File: config.mk
export PLATFORM = sky130hd
export DESIGN_NAME = vscpu_timer_periph
export DESIGN_NICKNAME = d
export VERILOG_FILES = /design/src/rtl/vscpu_timer_periph.sv
export SDC_FILE = /design/constraint.sdc
export NUM_CORES = 1
export LEC_CHECK = 0
export BUFFER_PORTS_ARGS = -buffer_cell sky130_fd_sc_hd__buf_4
export CAP_MARGIN = 5
export CORE_MARGIN = 5
export CORE_UTILIZATION = 30
export DETAILED_ROUTE_END_ITERATION = 12
export PLACE_DENSITY = 0.48
export SLEW_MARGIN = 40
export SYNTH_ARGS = -nofsm -noshare
export SYNTH_HDL_FRONTEND = slang
export SYNTH_SLANG_ARGS = --single-unit
File: constraint.sdc
create_clock -name clk -period 4.9 [get_ports clk]
set_input_delay 0.98 -clock clk [delete_from_list [all_inputs] [get_ports clk]]
set_output_delay 0.98 -clock clk [all_outputs]
set_load 0.02 [all_outputs]
File: src/rtl/vscpu_timer_periph.sv
// Memory-mapped down-counting timer on the VerySimpleCPU RAM bus with one-cycle registered reads.
// Define VSCPU_TMR_IRQ_EN to implement the CTRL.IE bit and drive irq; otherwise irq is tied low.
module vscpu_timer_periph #(
  parameter logic [13:0] BASE_ADDR = 14'h3FF0,
  parameter int unsigned DIV       = 1
) (
  input  logic        clk,
  input  logic        rst,
  input  logic [13:0] addr,
  input  logic        wrEn,
  input  logic [31:0] data_in,
  output logic [31:0] data_out,
  output logic        sel,
  output logic        irq
);

  localparam logic [15:0] PreMax = 16'(DIV - 1);
`ifdef VSCPU_TMR_IRQ_EN
  localparam logic [2:0] CtrlMask = 3'b111;
`else
  localparam logic [2:0] CtrlMask = 3'b011;
`endif

  typedef enum logic [0:0] {StIdle, StRun} state_e;

  state_e      state_q, state_d;
  logic [2:0]  ctrl_q, ctrl_d;
  logic [31:0] load_q, load_d;
  logic [31:0] count_q, count_d;
  logic        exp_q, exp_d;
  logic [15:0] pre_q, pre_d;
  logic [31:0] dout_q, dout_d;
  logic        sel_q, sel_d;
  logic        irq_q, irq_d;

  logic        hit;
  logic        wr_ctrl, wr_load, wr_count, wr_status;
  logic        tick;
  logic [31:0] rdata;

  always_comb begin
    // An X address takes the else branch in simulation, so it never hits.
    hit = 1'b0;
    if (addr[13:2] == BASE_ADDR[13:2]) hit = 1'b1;

    wr_ctrl   = wrEn && hit && (addr[1:0] == 2'd0);
    wr_load   = wrEn && hit && (addr[1:0] == 2'd1);
    wr_count  = wrEn && hit && (addr[1:0] == 2'd2);
    wr_status = wrEn && hit && (addr[1:0] == 2'd3);

    unique case (addr[1:0])
      2'd0:    rdata = {29'd0, ctrl_q};
      2'd1:    rdata = load_q;
      2'd2:    rdata = count_q;
      default: rdata = {31'd0, exp_q};
    endcase

    // A CTRL write that clears EN suppresses a coincident tick.
    tick = (state_q == StRun) && (pre_q == PreMax) && !(wr_ctrl && !data_in[0]);

    ctrl_d  = ctrl_q;
    load_d  = load_q;
    count_d = count_q;
    exp_d   = exp_q;

    if (wr_status && data_in[0]) exp_d = 1'b0;

    if (tick) begin
      if (count_q > 32'd1) begin
        count_d = count_q - 32'd1;
      end else begin
        exp_d = 1'b1;
        if (ctrl_q[1] && (load_q != 32'd0)) begin
          count_d = load_q;
        end else begin
          count_d   = 32'd0;
          ctrl_d[0] = 1'b0;
        end
      end
    end

    // Bus writes are applied last so they win over the countdown.
    if (wr_ctrl) ctrl_d = data_in[2:0] & CtrlMask;
    if (wr_load) begin
      load_d  = data_in;
      count_d = data_in;
    end
    if (wr_count) count_d = data_in;

    state_d = ctrl_d[0] ? StRun : StIdle;

    if ((state_q == StIdle) || wr_ctrl || (pre_q == PreMax)) pre_d = 16'd0;
    else                                                       pre_d = pre_q + 16'd1;

    dout_d = hit ? rdata : 32'd0;
    sel_d  = hit;
`ifdef VSCPU_TMR_IRQ_EN
    irq_d  = exp_d & ctrl_d[2];
`else
    irq_d  = 1'b0;
`endif
  end

  always_ff @(posedge clk or posedge rst) begin
    if (rst) begin
      state_q <= StIdle;
      ctrl_q  <= 3'd0;
      load_q  <= 32'd0;
      count_q <= 32'd0;
      exp_q   <= 1'b0;
      pre_q   <= 16'd0;
      dout_q  <= 32'd0;
      sel_q   <= 1'b0;
      irq_q   <= 1'b0;
    end else begin
      state_q <= state_d;
      ctrl_q  <= ctrl_d;
      load_q  <= load_d;
      count_q <= count_d;
      exp_q   <= exp_d;
      pre_q   <= pre_d;
      dout_q  <= dout_d;
      sel_q   <= sel_d;
      irq_q   <= irq_d;
    end
  end

  assign data_out = dout_q;
  assign sel      = sel_q;
  assign irq      = irq_q;

endmodule

; ---- Word level (Yosys, flattened, before mapping)
; Cells that the tools add are included.
[classes]
add_sub_neg = 2
magnitude_cmp = 1
eq_ne = 4
n_mux = 17
bitwise = 1
reduce_logical = 18
[op_table]
columns = op, n
row1 = 32-bit 2-to-1 mux, 6
row2 = 32-bit case mux with 3 select lines, 1
row3 = 32-bit by 1-bit greater-than comparator with 1-bit output (second input constant), 1
row4 = 32-bit nonzero test, 1
row5 = 32-bit by 1-bit subtractor with 32-bit output (second input constant), 1
row6 = 16-bit by 1-bit adder with 16-bit output (second input constant), 1
row7 = 16-bit logical NOT, 1
row8 = 16-bit 2-to-1 mux, 1
row9 = 12-bit == test (second input constant), 1
row10 = 1-bit logical AND, 10
row11 = 1-bit 2-to-1 mux, 9
row12 = 2-bit == test (second input constant), 2
row13 = 3-bit nonzero test, 1
row14 = 2-bit by 1-bit == test with 1-bit output (second input constant), 1
row15 = 1-bit logical NOT, 2
row16 = 2-bit logical NOT, 1
row17 = 1-bit logical OR, 2
row18 = 1-bit inverter, 1
[totals]
reg_bits = 117
inputBits = 49
word_cells = 52

; ---- Depth between registers and ports, before layout
[logic_depth]
word_depth = 10
depth_mapped = 9
mapped_depth_nobuf = 8

; ---- Worst setup path after synthesis
; No wires, ideal clock.
[synth_timing]
kind = input to register
from = in addr[11]
to = reg count_q[16]
setup_ns = 0.086
arrival_ns = 2.502
t_required_ns = 4.814
path_slack_ns = 2.312
stages = 8
n_path_buf = 2
path_cell_list = and4b_1 nand2_1 clkinv_1 a211oi_1 buf_2 clkbuf_1 nor3_1 nor3_1
[synth_via]
elab_chain_len = 8
elab_cells_between_ends = 12
cone_classes = 1 x eq/ne / 3 x mux / 8 x reduce/logical
[synth_lines]
columns = element, line
row1 = start: declaration, 9  ; input logic [13:0] addr,
row2 = 12-bit == test *, 44  ; if (addr[13:2] == BASE_ADDR[13:2]) hit = 1'b1;
row3 = 1-bit 2-to-1 mux *, 44
row4 = named net hit, 36  ; logic hit;
row5 = 1-bit logical AND *, "46, 47, 48"
row6 = 1-bit logical AND, 46  ; wr_ctrl = wrEn && hit && (addr[1:0] == 2'd0);
row7 = 1-bit logical AND, 59  ; tick = (state_q == StRun) && (pre_q == PreMax) && !(wr_ctrl && !data_in[0]);
row8 = 1-bit logical NOT, 59
row9 = 1-bit logical AND, 59
row10 = 3-bit nonzero test (no line), -
row11 = end signal: assignment, 119  ; count_q <= count_d;
row12 = end: declaration, 29  ; logic [31:0] count_q, count_d;
; The timed path passes the listed nets; every way through them passes the cells marked *.
; A chain may end at the register's enable or synchronous reset.

; ---- Final worst setup path
[layout_timing]
from = in addr[11]
to = reg count_q[26]
; The elaborated chain is that of the path after synthesis.

==> impl_results.md <==
* Status: finished, final reports clean
* Largest family of logic cells by synthesized area: simple AND/OR/NAND/NOR gates
* HP Class: reg2reg
* Gr usage total at 15.8%
* RSZ-0062 raised after global routing: no
* Top_reg_cell synth: dfrtp_1
* Placed cell area at 6950 µm²
* Min Hold Slack at 507 ps
* Routed WL at 17900 µm
* Synth cell types at 55
* Syn Area/Cell at 10.1 µm²
* Pins Over Slew Limit at 0
* Total CTS buffers at 17
* Worst Setup Start Kind: input pin
* Number of synthesized flops with an enable pin at 0
* NetSw at 0.497 mW
* Share of layout cells above drive strength 1 at 27.4%
* Vias in the first global route at 5349
* Antenna violations before repair at 0
* Most frequent cells in the layout: 116 x dfrtp_1, 89 x buf_4, 76 x nor2_1
* Post-synth design cell area at 6050 µm²
* Clock sinks at 116
* Seq pwr share at 42.7%
* Post CTS Setup Buffer Count at 0
* DRC viols at 0
* Critical-path maximum fanout at 34
* Via count at 5017
* Final cell count without fillers at 957
* Buf+Inv Stages, Crit Path at 4
* Max clock buf depth at 2
* Internal at 1.77 mW
* Combinational group share of total power at 4.2%
* Ys Warns at 0
* Fmax at 0.317 GHz
* Grt ovf at 0
* Slew margin rel. at 45.6%
* Vias per std cell at 5.24
* 1st-pass router iterations at 4
* Placed wire-length estimate at 12100 µm
* # rows at 52
* Initial Util at 30.2%
* CTS tree: built
* Cell family with most CP delay: buffers and inverters
* Clk_skew at 18.7 ps
* Final setup margin at 1740 ps
* N_diodes at 0
* Terminus of the critical flop-to-flop path: count_q[14]$_DFFE_PP0P_
* Ports at 83
* Synth Area in Simple Gates at 19.5%
* Post-Synthesis Cells at 599
* Area Overhead vs Synth at 24.6%
* WHS Path Cells at 1
* Yosys reg bits at 116
* Placed insts at 925
* Pre-CTS setup slack at 1290 ps
* Initial detailed-routing violation count at 330
* Setup_tns at 0 ps
* Final setup fails at 0
* FF-to-FF path depth at 8
* Syn nets at 652
* Leading cell type in the layout, fill and taps excluded: dfrtp_1
* Die area at 23100 µm²
* Multiplexer share of the synthesized area at 6.68%
* Worst-Skew Late Latency at 430 ps
* Final Cycle Share at 64.5%
* Die height at 152 µm
* WP depth at 10
* GP Congestion at 0.839
* Most common cell on crit path: buf_4
* CTS hold repair buffers at 0
* Clock power frac at 53.2%
* Reg2reg setup slack at 1860 ps
* Switching portion of total power at 21.9%
* Post-synthesis sequential area ratio at 48.0%
* Synth Area in Compound Gates at 16.7%
* Worst setup path start: addr[11]
* Antenna-violating nets left at 0
* First-pass GRT wire length at 29300 µm
* Clk pin slew, worst setup/hold paths at 50 ps
* Critical Path Max Stage Delay at 450 ps
* Fin. Hold Viols at 0
* H-tree levels at 4
* MaxCap Viol Count at 0
* Setup crit end kind: flop
* CP cell instances: buf_4, and4b_1, nand2_1, buf_4, clkinv_1, o211ai_1, buf_4, nand2b_1, a221oi_2, nor3_1
* CTS Root Cell: clkbuf_16
* Fraction of registers with async set/reset at 100%
* CP Data Required Time at 5200 ps
* Worst-margin pin slew at 814 ps
* Setup CP Type: in2reg
* Slowest CP cell: nand2b_1
* Adder-cell share of the synthesized area at 0.828%
* IO buf count at 81
* Minimum clock period at 3160 ps
* Max VDD drop at 0.169 mV
* Fin area at 7530 µm²
* CTS resizes at 0
* Synth Area in XOR/XNOR at 4.64%
* Nets at 727
* Width of the die at 152 µm
* Std-Cell Core Area at 20000 µm²
* Leakage power at 3.20 nW
* Pwr per Cell Area at 301 nW/µm²
* Largest net degree at the start of global routing at 51
* Worst Setup EP: count_q[26]$_DFFE_PP0P_
* WP data arrival at 3460 ps
* Avg WL per Cell at 18.7 µm
* R2R Path Start: count_q[2]$_DFFE_PP0P_
kinds of logic after synthesis:
logic type	Yosys count
compound gates	137
xor+xnor	32
fa+ha+maj	4
buf+inv	44
flops	116
mux	35
other cells	1
simple gates	230
sequential cells by signal (all words and copies together), names as in the netlist:
| signal | count |
|---|---|
| count_q | 32 |
| data_out | 32 |
| load_q | 32 |
| pre_q | 16 |
| ctrl_q | 2 |
| exp_q | 1 |
| sel | 1 |
routing by layer:
layer / global-route usage [%] / share of wire, % / vias up
met5: 0 / 0 / -
met4: 5.48 / 1.5 / 0
met3: 3.61 / 4.6 / 21
met2: 25.8 / 48 / 144
met1: 20.6 / 46 / 2495
li1: - / - / 2357
per-stage QoR:
step | power (mW) | util, %
after floorplan | 1.03 | -
after global placement | 1.08 | 34.4
after detailed placement | 1.08 | 34.7
after CTS | 2.30 | 37.6
after global routing | 2.35 | 37.6
final | 2.27 | 37.6
worst min path at each step:
stage / startpoint / to / slack, ps
finish: pre_q[0]$_DFF_PP0_ / pre_q[0]$_DFF_PP0_ / 510
global route: pre_q[0]$_DFF_PP0_ / pre_q[0]$_DFF_PP0_ / 560
detailed placement: pre_q[0]$_DFF_PP0_ / pre_q[0]$_DFF_PP0_ / 500
CTS: pre_q[0]$_DFF_PP0_ / pre_q[0]$_DFF_PP0_ / 510
global placement: exp_q$_DFF_PP0_ / exp_q$_DFF_PP0_ / 500
floorplan: exp_q$_DFF_PP0_ / exp_q$_DFF_PP0_ / 460
synthesized netlist by cell type, drive strengths merged, types with 3 or more instances:
master	n	area share, %
dfrtp	116	48
nor2	77	4.9
o21ai	46	3.8
nand2	42	2.6
mux2	33	6.1
a22oi	30	3.7
nor3	26	2.2
clkbuf	25	1.6
a21oi	21	1.7
a221oi	21	4.8
nor4	21	2.9
xor2	21	3.0
nand3	17	1.5
or3	14	1.5
buf	11	1.5
xnor2	11	1.6
and3	9	0.93
nand4	8	0.93
inv	7	0.43
o211ai	7	0.87
ha	4	0.83
a31oi	3	0.31
nor3b	3	0.37
power groups by stage:
stage | sequential (mW) | clock (mW) | combinational, mW
floorplan | 0.983 | 0 | 0.0439
global placement | 0.985 | 0 | 0.0951
detailed placement | 0.985 | 0 | 0.0971
CTS | 0.968 | 1.24 | 0.0974
global route | 0.969 | 1.28 | 0.107
finish | 0.969 | 1.21 | 0.0944
area by class of cell:
class,instances,area [µm²]
fillers,2080,12500
inverters,8,32.5
well taps,270,338
clock buffers,23,468
multi-input cells,439,2950
repair buffers,92,743
clock inverters,9,104
flip-flops and latches,116,2900
Note: power is estimated with default switching activity, not from simulation.
